<file path="src/rtl/spi_master_xip_seq_if.sv">
// Request/response streams between a word-read client and the XIP read sequencer.
// The master modport is the requesting client; the slave modport is the sequencer.
interface spi_master_xip_seq_if #(
  parameter int ADDR_BITS = 24,
  parameter int LEN_W     = 7
);
  logic                 req_valid;
  logic                 req_ready;
  logic [ADDR_BITS-1:0] req_addr;
  logic [LEN_W-1:0]     req_words;
  logic                 abort_i;
  logic [31:0]          rsp_data;
  logic                 rsp_valid;
  logic                 rsp_ready;
  logic                 rsp_last;
  logic                 rsp_err;

  modport master (
    output req_valid, req_addr, req_words, abort_i, rsp_ready,
    input  req_ready, rsp_data, rsp_valid, rsp_last, rsp_err
  );

  modport slave (
    input  req_valid, req_addr, req_words, abort_i, rsp_ready,
    output req_ready, rsp_data, rsp_valid, rsp_last, rsp_err
  );
endinterface

</file>
<file path="src/rtl/spi_master_xip_seq.sv">
// XIP read sequencer: turns a word-read request into one SPI controller read transaction
// and streams the RX FIFO out as valid/ready response beats, with timeout/abort error beats.
module spi_master_xip_seq #(
  parameter int MAX_WORDS = 64,
  parameter int ADDR_BITS = 24,
  parameter int TIMEOUT   = 1024
) (
  input  logic        HCLK,
  input  logic        HRESETn,
  input  logic        cfg_quad_en,
  input  logic [7:0]  cfg_cmd,
  input  logic [15:0] cfg_dummy,
  input  logic [1:0]  cfg_cs_sel,
  spi_master_xip_seq_if.slave bus,
  output logic [31:0] spi_cmd,
  output logic [5:0]  spi_cmd_len,
  output logic [31:0] spi_addr,
  output logic [5:0]  spi_addr_len,
  output logic [15:0] spi_data_len,
  output logic [15:0] spi_dummy_rd,
  output logic [3:0]  spi_csreg,
  output logic        spi_rd,
  output logic        spi_qrd,
  output logic        spi_swrst,
  input  logic        spi_eot,
  input  logic [31:0] spi_rx_data,
  input  logic        spi_rx_valid,
  output logic        spi_rx_ready,
  output logic        seq_busy
);
  localparam int LEN_W = $clog2(MAX_WORDS) + 1;
  localparam int TMO_W = $clog2(TIMEOUT + 1);

  typedef enum logic [2:0] {
    S_IDLE, S_LOAD, S_START, S_DATA, S_WAIT_EOT, S_ERR, S_ERR_RSP
  } state_t;

  state_t               state_reg,    state_next;
  logic [ADDR_BITS-1:0] addr_reg,     addr_next;
  logic [LEN_W-1:0]     words_reg,    words_next;
  logic                 quad_reg,     quad_next;
  logic [7:0]           cmd_reg,      cmd_next;
  logic [15:0]          dummy_reg,    dummy_next;
  logic [1:0]           cs_reg,       cs_next;
  logic [LEN_W-1:0]     word_cnt_reg, word_cnt_next;
  logic [TMO_W-1:0]     tmo_reg,      tmo_next;
  logic                 eot_seen_reg, eot_seen_next;

  logic [LEN_W-1:0] last_idx;
  logic             last_beat;
  logic             eot_now;
  logic             tmo_hit;
  logic             req_bad;
  logic             bus_active;

  assign last_idx  = words_reg - LEN_W'(1);
  assign last_beat = (word_cnt_reg == last_idx);
  assign eot_now   = eot_seen_reg | spi_eot;
  assign tmo_hit   = (tmo_reg == TMO_W'(TIMEOUT - 1));
  assign req_bad   = (bus.req_words == '0) || (bus.req_words > LEN_W'(MAX_WORDS));
  assign seq_busy  = (state_reg != S_IDLE);

  always_ff @(posedge HCLK or negedge HRESETn) begin
    if (!HRESETn) begin
      state_reg    <= S_IDLE;
      addr_reg     <= '0;
      words_reg    <= '0;
      quad_reg     <= 1'b0;
      cmd_reg      <= '0;
      dummy_reg    <= '0;
      cs_reg       <= '0;
      word_cnt_reg <= '0;
      tmo_reg      <= '0;
      eot_seen_reg <= 1'b0;
    end else begin
      state_reg    <= state_next;
      addr_reg     <= addr_next;
      words_reg    <= words_next;
      quad_reg     <= quad_next;
      cmd_reg      <= cmd_next;
      dummy_reg    <= dummy_next;
      cs_reg       <= cs_next;
      word_cnt_reg <= word_cnt_next;
      tmo_reg      <= tmo_next;
      eot_seen_reg <= eot_seen_next;
    end
  end

  always_comb begin
    state_next    = state_reg;
    addr_next     = addr_reg;
    words_next    = words_reg;
    quad_next     = quad_reg;
    cmd_next      = cmd_reg;
    dummy_next    = dummy_reg;
    cs_next       = cs_reg;
    word_cnt_next = word_cnt_reg;
    tmo_next      = tmo_reg;
    eot_seen_next = eot_seen_reg;
    bus.req_ready = 1'b0;
    bus.rsp_valid = 1'b0;
    bus.rsp_data  = '0;
    bus.rsp_last  = 1'b0;
    bus.rsp_err   = 1'b0;
    spi_rd        = 1'b0;
    spi_qrd       = 1'b0;
    spi_swrst     = 1'b0;
    spi_rx_ready  = 1'b0;

    case (state_reg)
      S_IDLE: begin
        bus.req_ready = 1'b1;
        eot_seen_next = 1'b0;
        if (bus.req_valid) begin
          addr_next     = bus.req_addr;
          words_next    = bus.req_words;
          quad_next     = cfg_quad_en;
          cmd_next      = cfg_cmd;
          dummy_next    = cfg_dummy;
          cs_next       = cfg_cs_sel;
          word_cnt_next = '0;
          // Out-of-range lengths never touch the controller, they just get an error beat.
          state_next    = req_bad ? S_ERR_RSP : S_LOAD;
        end
      end

      S_LOAD: begin
        state_next = bus.abort_i ? S_ERR : S_START;
      end

      S_START: begin
        if (bus.abort_i) begin
          state_next = S_ERR;
        end else begin
          spi_rd        = ~quad_reg;
          spi_qrd       = quad_reg;
          tmo_next      = '0;
          eot_seen_next = spi_eot;
          state_next    = S_DATA;
        end
      end

      S_DATA: begin
        eot_seen_next = eot_now;
        if (bus.abort_i) begin
          state_next = S_ERR;
        end else begin
          bus.rsp_valid = spi_rx_valid;
          bus.rsp_data  = spi_rx_data;
          bus.rsp_last  = last_beat;
          spi_rx_ready  = bus.rsp_ready;
          // Any word at the FIFO head (popped or back-pressured) proves the link is alive.
          if (spi_rx_valid) begin
            tmo_next = '0;
            if (bus.rsp_ready) begin
              word_cnt_next = word_cnt_reg + LEN_W'(1);
              if (last_beat) begin
                state_next = eot_now ? S_IDLE : S_WAIT_EOT;
              end
            end
          end else if (tmo_hit) begin
            state_next = S_ERR;
          end else begin
            tmo_next = tmo_reg + TMO_W'(1);
          end
        end
      end

      S_WAIT_EOT: begin
        if (bus.abort_i) begin
          state_next = S_ERR;
        end else if (spi_eot) begin
          state_next = S_IDLE;
        end else if (tmo_hit) begin
          state_next = S_ERR;
        end else begin
          tmo_next = tmo_reg + TMO_W'(1);
        end
      end

      S_ERR: begin
        spi_swrst  = 1'b1;
        state_next = S_ERR_RSP;
      end

      S_ERR_RSP: begin
        bus.rsp_valid = 1'b1;
        bus.rsp_last  = 1'b1;
        bus.rsp_err   = 1'b1;
        if (bus.rsp_ready) begin
          state_next = S_IDLE;
        end
      end

      default: begin
        state_next = S_IDLE;
      end
    endcase
  end

  // Control bus is only presented while this request owns the controller.
  always_comb begin
    bus_active   = state_reg inside {S_LOAD, S_START, S_DATA, S_WAIT_EOT, S_ERR};
    spi_cmd      = '0;
    spi_cmd_len  = '0;
    spi_addr     = '0;
    spi_addr_len = '0;
    spi_data_len = '0;
    spi_dummy_rd = '0;
    spi_csreg    = '0;
    if (bus_active) begin
      spi_cmd      = {cmd_reg, 24'h0};
      spi_cmd_len  = 6'd8;
      spi_addr     = 32'(addr_reg) << (32 - ADDR_BITS);
      spi_addr_len = 6'(ADDR_BITS);
      spi_data_len = 16'(words_reg) << 5;
      spi_dummy_rd = dummy_reg;
      spi_csreg    = 4'b0001 << cs_reg;
    end
  end
endmodule
</file>
<file path="src/flat_wrapper.sv">
// flat-port wrapper written by rule: the top's interface ports become plain ports
module spi_master_xip_seq_flat 
#(
  parameter int MAX_WORDS = 64,
  parameter int ADDR_BITS = 24,
  parameter int TIMEOUT   = 1024
)
  (HCLK, HRESETn, cfg_quad_en, cfg_cmd, cfg_dummy, cfg_cs_sel, spi_cmd, spi_cmd_len, spi_addr, spi_addr_len, spi_data_len, spi_dummy_rd, spi_csreg, spi_rd, spi_qrd, spi_swrst, spi_eot, spi_rx_data, spi_rx_valid, spi_rx_ready, seq_busy, bus_req_valid, bus_req_addr, bus_req_words, bus_abort_i, bus_rsp_ready, bus_req_ready, bus_rsp_data, bus_rsp_valid, bus_rsp_last, bus_rsp_err);
  spi_master_xip_seq_if #(.ADDR_BITS(ADDR_BITS)) bus_i ();
  input  logic HCLK;
  input  logic HRESETn;
  input  logic cfg_quad_en;
  input  logic [7:0] cfg_cmd;
  input  logic [15:0] cfg_dummy;
  input  logic [1:0] cfg_cs_sel;
  output logic [31:0] spi_cmd;
  output logic [5:0] spi_cmd_len;
  output logic [31:0] spi_addr;
  output logic [5:0] spi_addr_len;
  output logic [15:0] spi_data_len;
  output logic [15:0] spi_dummy_rd;
  output logic [3:0] spi_csreg;
  output logic spi_rd;
  output logic spi_qrd;
  output logic spi_swrst;
  input  logic spi_eot;
  input  logic [31:0] spi_rx_data;
  input  logic spi_rx_valid;
  output logic spi_rx_ready;
  output logic seq_busy;
  input wire logic [$bits(bus_i.req_valid)-1:0] bus_req_valid;
  input wire logic [$bits(bus_i.req_addr)-1:0] bus_req_addr;
  input wire logic [$bits(bus_i.req_words)-1:0] bus_req_words;
  input wire logic [$bits(bus_i.abort_i)-1:0] bus_abort_i;
  input wire logic [$bits(bus_i.rsp_ready)-1:0] bus_rsp_ready;
  output wire logic [$bits(bus_i.req_ready)-1:0] bus_req_ready;
  output wire logic [$bits(bus_i.rsp_data)-1:0] bus_rsp_data;
  output wire logic [$bits(bus_i.rsp_valid)-1:0] bus_rsp_valid;
  output wire logic [$bits(bus_i.rsp_last)-1:0] bus_rsp_last;
  output wire logic [$bits(bus_i.rsp_err)-1:0] bus_rsp_err;
  assign bus_i.req_valid = bus_req_valid;
  assign bus_i.req_addr = bus_req_addr;
  assign bus_i.req_words = bus_req_words;
  assign bus_i.abort_i = bus_abort_i;
  assign bus_i.rsp_ready = bus_rsp_ready;
  assign bus_req_ready = bus_i.req_ready;
  assign bus_rsp_data = bus_i.rsp_data;
  assign bus_rsp_valid = bus_i.rsp_valid;
  assign bus_rsp_last = bus_i.rsp_last;
  assign bus_rsp_err = bus_i.rsp_err;
  spi_master_xip_seq #(.MAX_WORDS(MAX_WORDS), .ADDR_BITS(ADDR_BITS), .TIMEOUT(TIMEOUT)) u_core (.HCLK(HCLK), .HRESETn(HRESETn), .cfg_quad_en(cfg_quad_en), .cfg_cmd(cfg_cmd), .cfg_dummy(cfg_dummy), .cfg_cs_sel(cfg_cs_sel), .bus(bus_i), .spi_cmd(spi_cmd), .spi_cmd_len(spi_cmd_len), .spi_addr(spi_addr), .spi_addr_len(spi_addr_len), .spi_data_len(spi_data_len), .spi_dummy_rd(spi_dummy_rd), .spi_csreg(spi_csreg), .spi_rd(spi_rd), .spi_qrd(spi_qrd), .spi_swrst(spi_swrst), .spi_eot(spi_eot), .spi_rx_data(spi_rx_data), .spi_rx_valid(spi_rx_valid), .spi_rx_ready(spi_rx_ready), .seq_busy(seq_busy));
endmodule
</file>
<file path="config.mk">
export PLATFORM = sky130hd
export DESIGN_NAME = spi_master_xip_seq_flat
export DESIGN_NICKNAME = d
export VERILOG_FILES = /design/src/rtl/spi_master_xip_seq_if.sv /design/src/rtl/spi_master_xip_seq.sv /design/src/flat_wrapper.sv
export SDC_FILE = /design/constraint.sdc
export NUM_CORES = 1
export LEC_CHECK = 0
export CAP_MARGIN = 15
export CORE_MARGIN = 10
export CORE_UTILIZATION = 37
export CTS_BUF_LIST = sky130_fd_sc_hd__clkbuf_8
export DETAILED_ROUTE_END_ITERATION = 6
export PLACE_DENSITY = 0.89
export SKIP_LAST_GASP = 1
export SLEW_MARGIN = 20
export SYNTH_ARGS = -nofsm -noshare
export SYNTH_HDL_FRONTEND = slang
export SYNTH_SLANG_ARGS = --single-unit
</file>
<file path="constraint.sdc">
create_clock -name HCLK -period 1.7 [get_ports HCLK]
set_input_delay 0.34 -clock HCLK [delete_from_list [all_inputs] [get_ports HCLK]]
set_output_delay 0.34 -clock HCLK [all_outputs]
set_load 0.01 [all_outputs]
</file>
; ---- After elaboration in Yosys (flattened, before gate mapping)
; Index checks and enable logic that the tools add are counted.
[totals]
reg_bits = 80
in_bits = 97
output_inout_bits = 153
word_cells = 98
[op_classes]
addsub = 3
order_cmp = 1
n_eq_ne = 18
shifts = 1
mux = 50
bitwise = 2
reduce_logical = 13
[ops]
columns = operator, count
row1 = 32-bit 2-to-1 mux, 4
row2 = 11-bit 2-to-1 mux, 6
row3 = 3-bit 2-to-1 mux, 13
row4 = 11-bit one-hot mux with 3 select lines, 1
row5 = 7-bit 2-to-1 mux, 4
row6 = 3-bit one-hot mux with 7 select lines, 1
row7 = 16-bit 2-to-1 mux, 1
row8 = 2-bit inequality test (second input constant), 8
row9 = 7-bit one-hot mux with 2 select lines, 1
row10 = 1-bit 2-to-1 mux, 12
row11 = 12-bit 2-to-1 mux, 1
row12 = 11-bit by 1-bit adder with 11-bit output (second input constant), 1
row13 = 11-bit by 10-bit equality test with 1-bit output (second input constant), 1
row14 = 5-bit AND reduction, 2
row15 = 3-bit equality test (second input constant), 3
row16 = 3-bit nonzero test, 3
row17 = 4-bit 2-to-1 mux, 2
row18 = 7-bit by 1-bit adder with 7-bit output (second input constant), 1
row19 = 7-bit equality test, 1
row20 = 7-bit > comparator (second input constant), 1
row21 = 7-bit logical NOT, 1
row22 = 7-bit by 1-bit subtractor with 7-bit output (second input constant), 1
row23 = 3-bit by 2-bit equality test with 1-bit output (second input constant), 2
row24 = 5-bit 2-to-1 mux, 1
row25 = 14 further kinds, 16

; ---- Logic depth before layout (Yosys ltp)
; Gate-level depths: netlist (run 1).
[logic_depth]
word_depth = 7
mapped_depth = 9
mapped_depth_nobuf = 8

; ---- Worst setup path before layout (run 1)
; No wires, ideal clock.
[synth_timing]
path_kind = flip-flop to output port
start = register u_core.words_reg[0]
end = output port bus_rsp_last
arrival_ns = 1.547
path_slack_ns = -0.187
path_stages_with_launch = 8
n_path_buf = 0
cell_sequence = dfrtp_1 -> inv_1 -> ha_1 -> nand2b_1 -> nand3_1 -> o21ai_0 -> a2111oi_4 -> a31o_2
[synth_between]
elab_chain_cells = 4
[synth_lines]
columns = element, line
row1 = from (decl), spi_master_xip_seq.sv:40  ; logic [LEN_W-1:0] words_reg, words_next;
row2 = from (signal assigned), spi_master_xip_seq.sv:78  ; words_reg <= words_next;
row3 = 7-bit by 1-bit subtractor with 7-bit output, spi_master_xip_seq.sv:56  ; assign last_idx = words_reg - LEN_W'(1);
row4 = 7-bit equality test, spi_master_xip_seq.sv:57  ; assign last_beat = (word_cnt_reg == last_idx);
row5 = 1-bit 2-to-1 mux, spi_master_xip_seq.sv:145  ; if (bus.abort_i) begin
row6 = 1-bit one-hot mux with 2 select lines, spi_master_xip_seq.sv:110  ; case (state_reg)
row7 = to (decl), flat_wrapper.sv:39  ; output wire logic [$bits(bus_i.rsp_last)-1:0] bus_rsp_last;
; No other way between the ends.

; ---- Worst setup path after layout (run 1)
; Ends and elaborated chain as after synthesis.

==> reports/results.ini, run 1 <==
[global_route]
use_met2=0.390
grt.met3_usage=0.0724
globalRouteTotalUtil=0.212
grt-ovfl-total=0
antenna_found_initial=1
grt_pass1_wl_mm=30.3
grt_max_degree=81
first_global_vias=5305
met1_usage=0.221
gr-max-usage-layer=met2

[yosys]
synthTopCellsByArea=dfrtp_1 (42%), mux2_2 (13%), and2_1 (11%), buf_4 (9.1%), nor2_1 (2.0%)
synth_edf_count=0
synth.distinct_cells=56
yosys.area.top_type=dfrtp_1
synthCells=472
synth_flop_cell=dfrtp_1
synth_seq_cells=80
seq_area_frac_synth=0.417
synth_top_area_share=0.417
ys_warn_count=0
syn-cell-area_mm2=0.00480
postSynth.asyncResetShare=1.00
syn_area_per_cell_um2=10.2

[clocking]
path_clk_slew_ns=0.09
clk_latency_ns=0.37
cts_root_buffer=clkbuf_8
clock-sinks=80
cts_tree=built
numCtsBuffers=9
h-tree-depth=3
cts_buffer_depth=2

[sta]
period_minus_slack_ns=2.41
timing.fmax_mhz=415
rsz0062_at_grt=true
drv_slew=0
timing.final.ws_setup_ns=-0.712
finalClockSkew_ns=0.0121
finalHoldViolations=0
finalCritPeriodShare=1.42
setup_viol=178
fin_tns_setup_ns=-54.76
hold_slack_ns=0.512

[die]
rows=41
die-area_mm2=0.0179
start_util=0.379
coreArea_mm2=0.0127
io_pins=250
die_w_um=134
die_height_um=134

[route]
remaining_drc_errors=0
wire_per_inst_um=21.6
ant_nets=0
dr.pass1.iters=4
via_count=4753
drtIter0Drc=297
wirelength_mm=21.0
vias_per_cell=4.91

[power_and_ir_drop]
p_leak_nw=4.45
peakVddDrop_v=0.00106
power_mw=17.8
powerDensity_mw_per_mm2=1880

[placement]
dp_hpwl_mm=11.7
place.gp.congestion=0.848
portBuffers=199
place_area_mm2=0.00720
dp_slack_ns=-0.778

[critical_path]
arrival_ns=2.07
cp_max_fo=5
r2r_setup_slack_ns=-0.43
required_ns=1.36
critPathCaptureType=output pin
cp-start-kind=flop
critPathKind=reg -> out

[outcome]
status=finished, violations left
violations=setup timing

[layout]
fill_cells=797
syn_to_final_growth_pct=97.5
drive_above_1_share=0.595
largest_register_ffs=24
nets=892
final_area_mm2=0.00949

[hold_path]
min_path_type=in -> async

[job]
drv_cap=0

worst max-delay path, stage by stage (launching register included):
cell,delay (ns)
dfrtp_1,0.40
inv_2,0.08
ha_4,0.18
and4bb_1,0.22
xnor2_2,0.15
a2111oi_4,0.34
a31o_2,0.23
buf_6,0.10
through the flow:
step | util | std cells
after CTS | 0.696 | 964
final | 0.749 | 969
after floorplan | - | 521
after global routing | 0.749 | 969
after detailed placement | 0.568 | 875
after global placement | 0.568 | 875
power by group:
part	internal [mW]	total, mW	switching [mW]
Clock	0.592	1.30	0.707
Combinational	8.17	13.1	4.94
Sequential	2.72	3.40	0.676
area by class of cell:
class	count	area, µm²	share of cell area
inverters	8	45.0	0.00475
diodes	1	2.50	0.000264
repair buffers	336	3780	0.398
flip-flops and latches	80	2010	0.211
well taps	172	215	0.0227
clock inverters	4	21.3	0.00224
clock buffers	11	151	0.0160
multi-input cells	357	3270	0.344
metal layers:
| layer | vias to the layer above | wire length, µm |
|---|---|---|
| met5 | - | 0 |
| li1 | 2125 | - |
| met3 | 46 | 1790 |
| met2 | 246 | 11000 |
| met1 | 2336 | 7550 |
| met4 | 0 | 585 |
cells in the mapped netlist, types with 4 or more instances:
library cell and number:
or3_1 4, mux2_2 57, nand3_1 9, nand2_1 22, a21oi_1 7, nor2_1 25
buf_4 58, xor2_1 9, and3_1 4, and2_1 87, inv_1 8, a22o_1 4
o21ai_0 13, nor3_1 5, dfrtp_1 80, xnor2_1 10, buf_2 6, clkbuf_1 10
nor3b_1 4
timing repair:
action                                  4_1_cts  5_1_grt
setup buffers                                55       22
endpoints found under the setup margin      173      182
endpoints found under the hold margin         3        0
pin swaps                                    72       50
hold buffers                                  1        0
gates cloned                                 20        0
gates resized for setup                     669      191
worst paths after layout:
kind,start,endpoint,cells after the start
max,u_core.words_reg[0],bus_rsp_last,7
min,HRESETn,u_core.words_reg[2],3
max reg2reg,u_core.words_reg[0],u_core.state_reg[1],8
min reg2reg,u_core.addr_reg[3],u_core.addr_reg[3],1
max in group asynchronous,HRESETn,u_core.state_reg[1],3
min in group HCLK,u_core.addr_reg[3],u_core.addr_reg[3],1
logic make-up (layout without fill, tap and decap cells):
| group | Yosys count | in the layout | synth area share |
|---|---|---|---|
| other | 1 | 51 | 0.000781 |
| multiplexers | 60 | 60 | 0.140 |
| flip-flops | 80 | 80 | 0.417 |
| AO/OA/AOI/OAI | 47 | 47 | 0.0711 |
| AND/OR/NAND/NOR | 178 | 178 | 0.213 |
| buffers and inverters | 84 | 359 | 0.116 |
| XOR/XNOR | 19 | 19 | 0.0346 |
| adder cells (fa/ha/maj) | 3 | 3 | 0.00782 |
layout by cell type (no fill, tap or decap), drive strengths merged, types with 2 or more instances in the layout:
master,n
conb,50
o21ai,13
buf,240
or3,4
nand3,9
a21boi,3
xor2,9
mux2,57
and2,88
nand2,22
a21o,2
a21oi,7
clkdlybuf4s50,95
and2b,2
clkinv,2
a311o,2
a22o,4
nor2,26
dfrtp,80
nand2b,2
nor3b,4
a31oi,3
clkbuf,11
ha,3
mux2i,3
inv,9
xnor2,10
nor2b,2
and3,4
and4bb,2
a31o,2
nor3,6
Power figures use the tool's default switching activity.
==> run 2: changes to the inputs <==
- CORE_UTILIZATION: 37 -> 41
- PLACE_DENSITY: 0.89 -> 0.93
- clock period: 1.7 -> 2.4 ns (I/O delays scaled with it)
==> reports/results.ini, run 2 (synthesized netlist as in run 1, its figures left out) <==
[layout]
nets=813
mostFrequentLayoutCell=clkdlybuf4s50_1
fin_cells=861
largest_register_ffs=24
final_area_mm2=0.00730
diodes=0
drive_above_1_share=0.259
syn_to_final_growth_pct=51.9
final_cell_mix=clkdlybuf4s50_1 (99), and2_1 (85), dfrtp_1 (80)

[route]
wire_per_inst_um=18.1
ant_nets=0
wirelength_mm=15.6
via_count=4217
drtIter0Drc=235
vias_per_cell=4.90
remaining_drc_errors=0
dr.pass1.iters=5

[critical_path]
cp-start-kind=flop
r2r-start=u_core.words_reg[1]
required_ns=1.92
critPathKind=reg -> out
critPathCaptureType=output pin
arrival_ns=2.11
startpoint=u_core.words_reg[0]
cp_max_fo=3

[clocking]
cts_buffer_depth=2
hold_buffers=0
clk_latency_ns=0.35
numCtsBuffers=9
path_clk_slew_ns=0.08
cts_tree=built
cts_root_buffer=clkbuf_8
h-tree-depth=3
clock-sinks=80

[global_route]
grt_pass1_wl_mm=23.7
grt-ovfl-total=0
grt_max_degree=46
antenna_found_initial=0
globalRouteTotalUtil=0.177
first_global_vias=4538

[power_and_ir_drop]
powerDensity_mw_per_mm2=1180
swShare=0.369
p_comb_frac=0.605
p_leak_nw=3.53
cell_internal_pwr_mw=5.42
seqPwrFrac=0.266
peakVddDrop_v=0.000680
switching_power_mw=3.16
pwr-share-clk=0.128

[sta]
period_minus_slack_ns=2.59
setup_viol=1
rsz0062_at_grt=true
finalHoldViolations=0
finalClockSkew_ns=0.00767
drv_slew=0
max_slew_margin=0.628
timing.final.ws_setup_ns=-0.188
timing.fmax_mhz=386
hold_slack_ns=0.102
finalCritPeriodShare=1.08
tightest_slew_ns=0.551

[placement]
dp.cells=829
portBuffers=199
place_area_mm2=0.00700
dp_hpwl_mm=11.9
place.gp.congestion=0.920

[outcome]
violations=setup timing
status=finished, violations left

[hold_path]
min_path_type=in -> async

[job]
drv_cap=0

[die]
die_height_um=128
rows=39
io_pins=250
start_util=0.419
die-area_mm2=0.0164
coreArea_mm2=0.0115
die_w_um=128

==> run 2: cell count changes in the layout (fill, tap and decap cells not counted), moves of 21 or more <==
cell             previous run  this run
and2_1                      1        85
mux2_2                      1        57
and2_4                     87         1
clkbuf_2                    0        34
clkdlybuf4s15_1             0        28
dlygate4sd2_1               0        21
buf_6                     141         1
mux2_4                     56         0
==> run 2: power by group through the flow <==
stage / Sequential [mW] / Clock (mW) / Combinational [mW]
6_report: 2.28 / 1.10 / 5.19
5_1_grt: 2.37 / 1.18 / 5.61
4_1_cts: 2.28 / 1.13 / 5.16
3_5_place_dp: 2.31 / 0 / 5.21
3_3_place_gp: 2.26 / 0 / 5.05
2_1_floorplan: 2.18 / 0 / 2.71
==> run 2: what timing repair did <==
item,CTS,global route
buffers inserted,8,5
gates resized for setup,96,121
pin swaps,4,6
gates cloned,3,1
endpoints found under the setup margin,100,83
==> run 2: layout make-up <==
type	count	area, µm²
fill	902	4170
tap	143	179
inverter	8	32.5
timing repair buffer	257	2400
clock inverter	6	83.8
clock buffer	10	138
sequential	80	2000
multi-input combinational	357	2460
==> run 2: through the flow <==
step / power (mW) / utilization / setup TNS, ns / setup WS [ns]
final: 8.58 / 0.636 / -0.188 / -0.188
after global routing: 9.16 / 0.636 / -0.914 / -0.282
after global placement: 7.31 / 0.610 / -9.91 / -0.294
after floorplan: 4.89 / - / 0 / 0.373
after CTS: 8.58 / 0.635 / -5.70 / -0.231
after detailed placement: 7.52 / 0.610 / -9.48 / -0.284
==> run 2: path summary, 6_finish.rpt <==
check / endpoint / slack, ns / depth (start not counted)
min in group HCLK: u_core.dummy_reg[4] / 0.50 / 1
max in group asynchronous: u_core.addr_reg[21] / 1.68 / 2
worst min-delay path: u_core.words_reg[0] / 0.10 / 1
worst max register to register: u_core.state_reg[0] / 0.25 / 9
worst max-delay path: bus_rsp_last / -0.19 / 7
worst min register to register: u_core.dummy_reg[4] / 0.50 / 1
==> run 2: critical path, cell delays in order (launching register included) <==
cell	delay (ns)
dfrtp_1	0.39
buf_4	0.14
or3_4	0.39
mux2i_1	0.18
mux2i_1	0.10
a21o_1	0.19
a31o_2	0.23
buf_2	0.14
==> run 2: routing by layer <==
metal	wire length, µm	track usage	up-vias
li1	-	-	1963
met1	5420	0.176	1999
met2	7990	0.313	229
met3	1830	0.0856	26
met4	319	0.0642	0
met5	0	0	-
==> run 3: changes to the inputs <==
- CAP_MARGIN: 15 -> not set
==> results of run 3 <==
Final layout, timing and power as in run 2 (identical DEF).
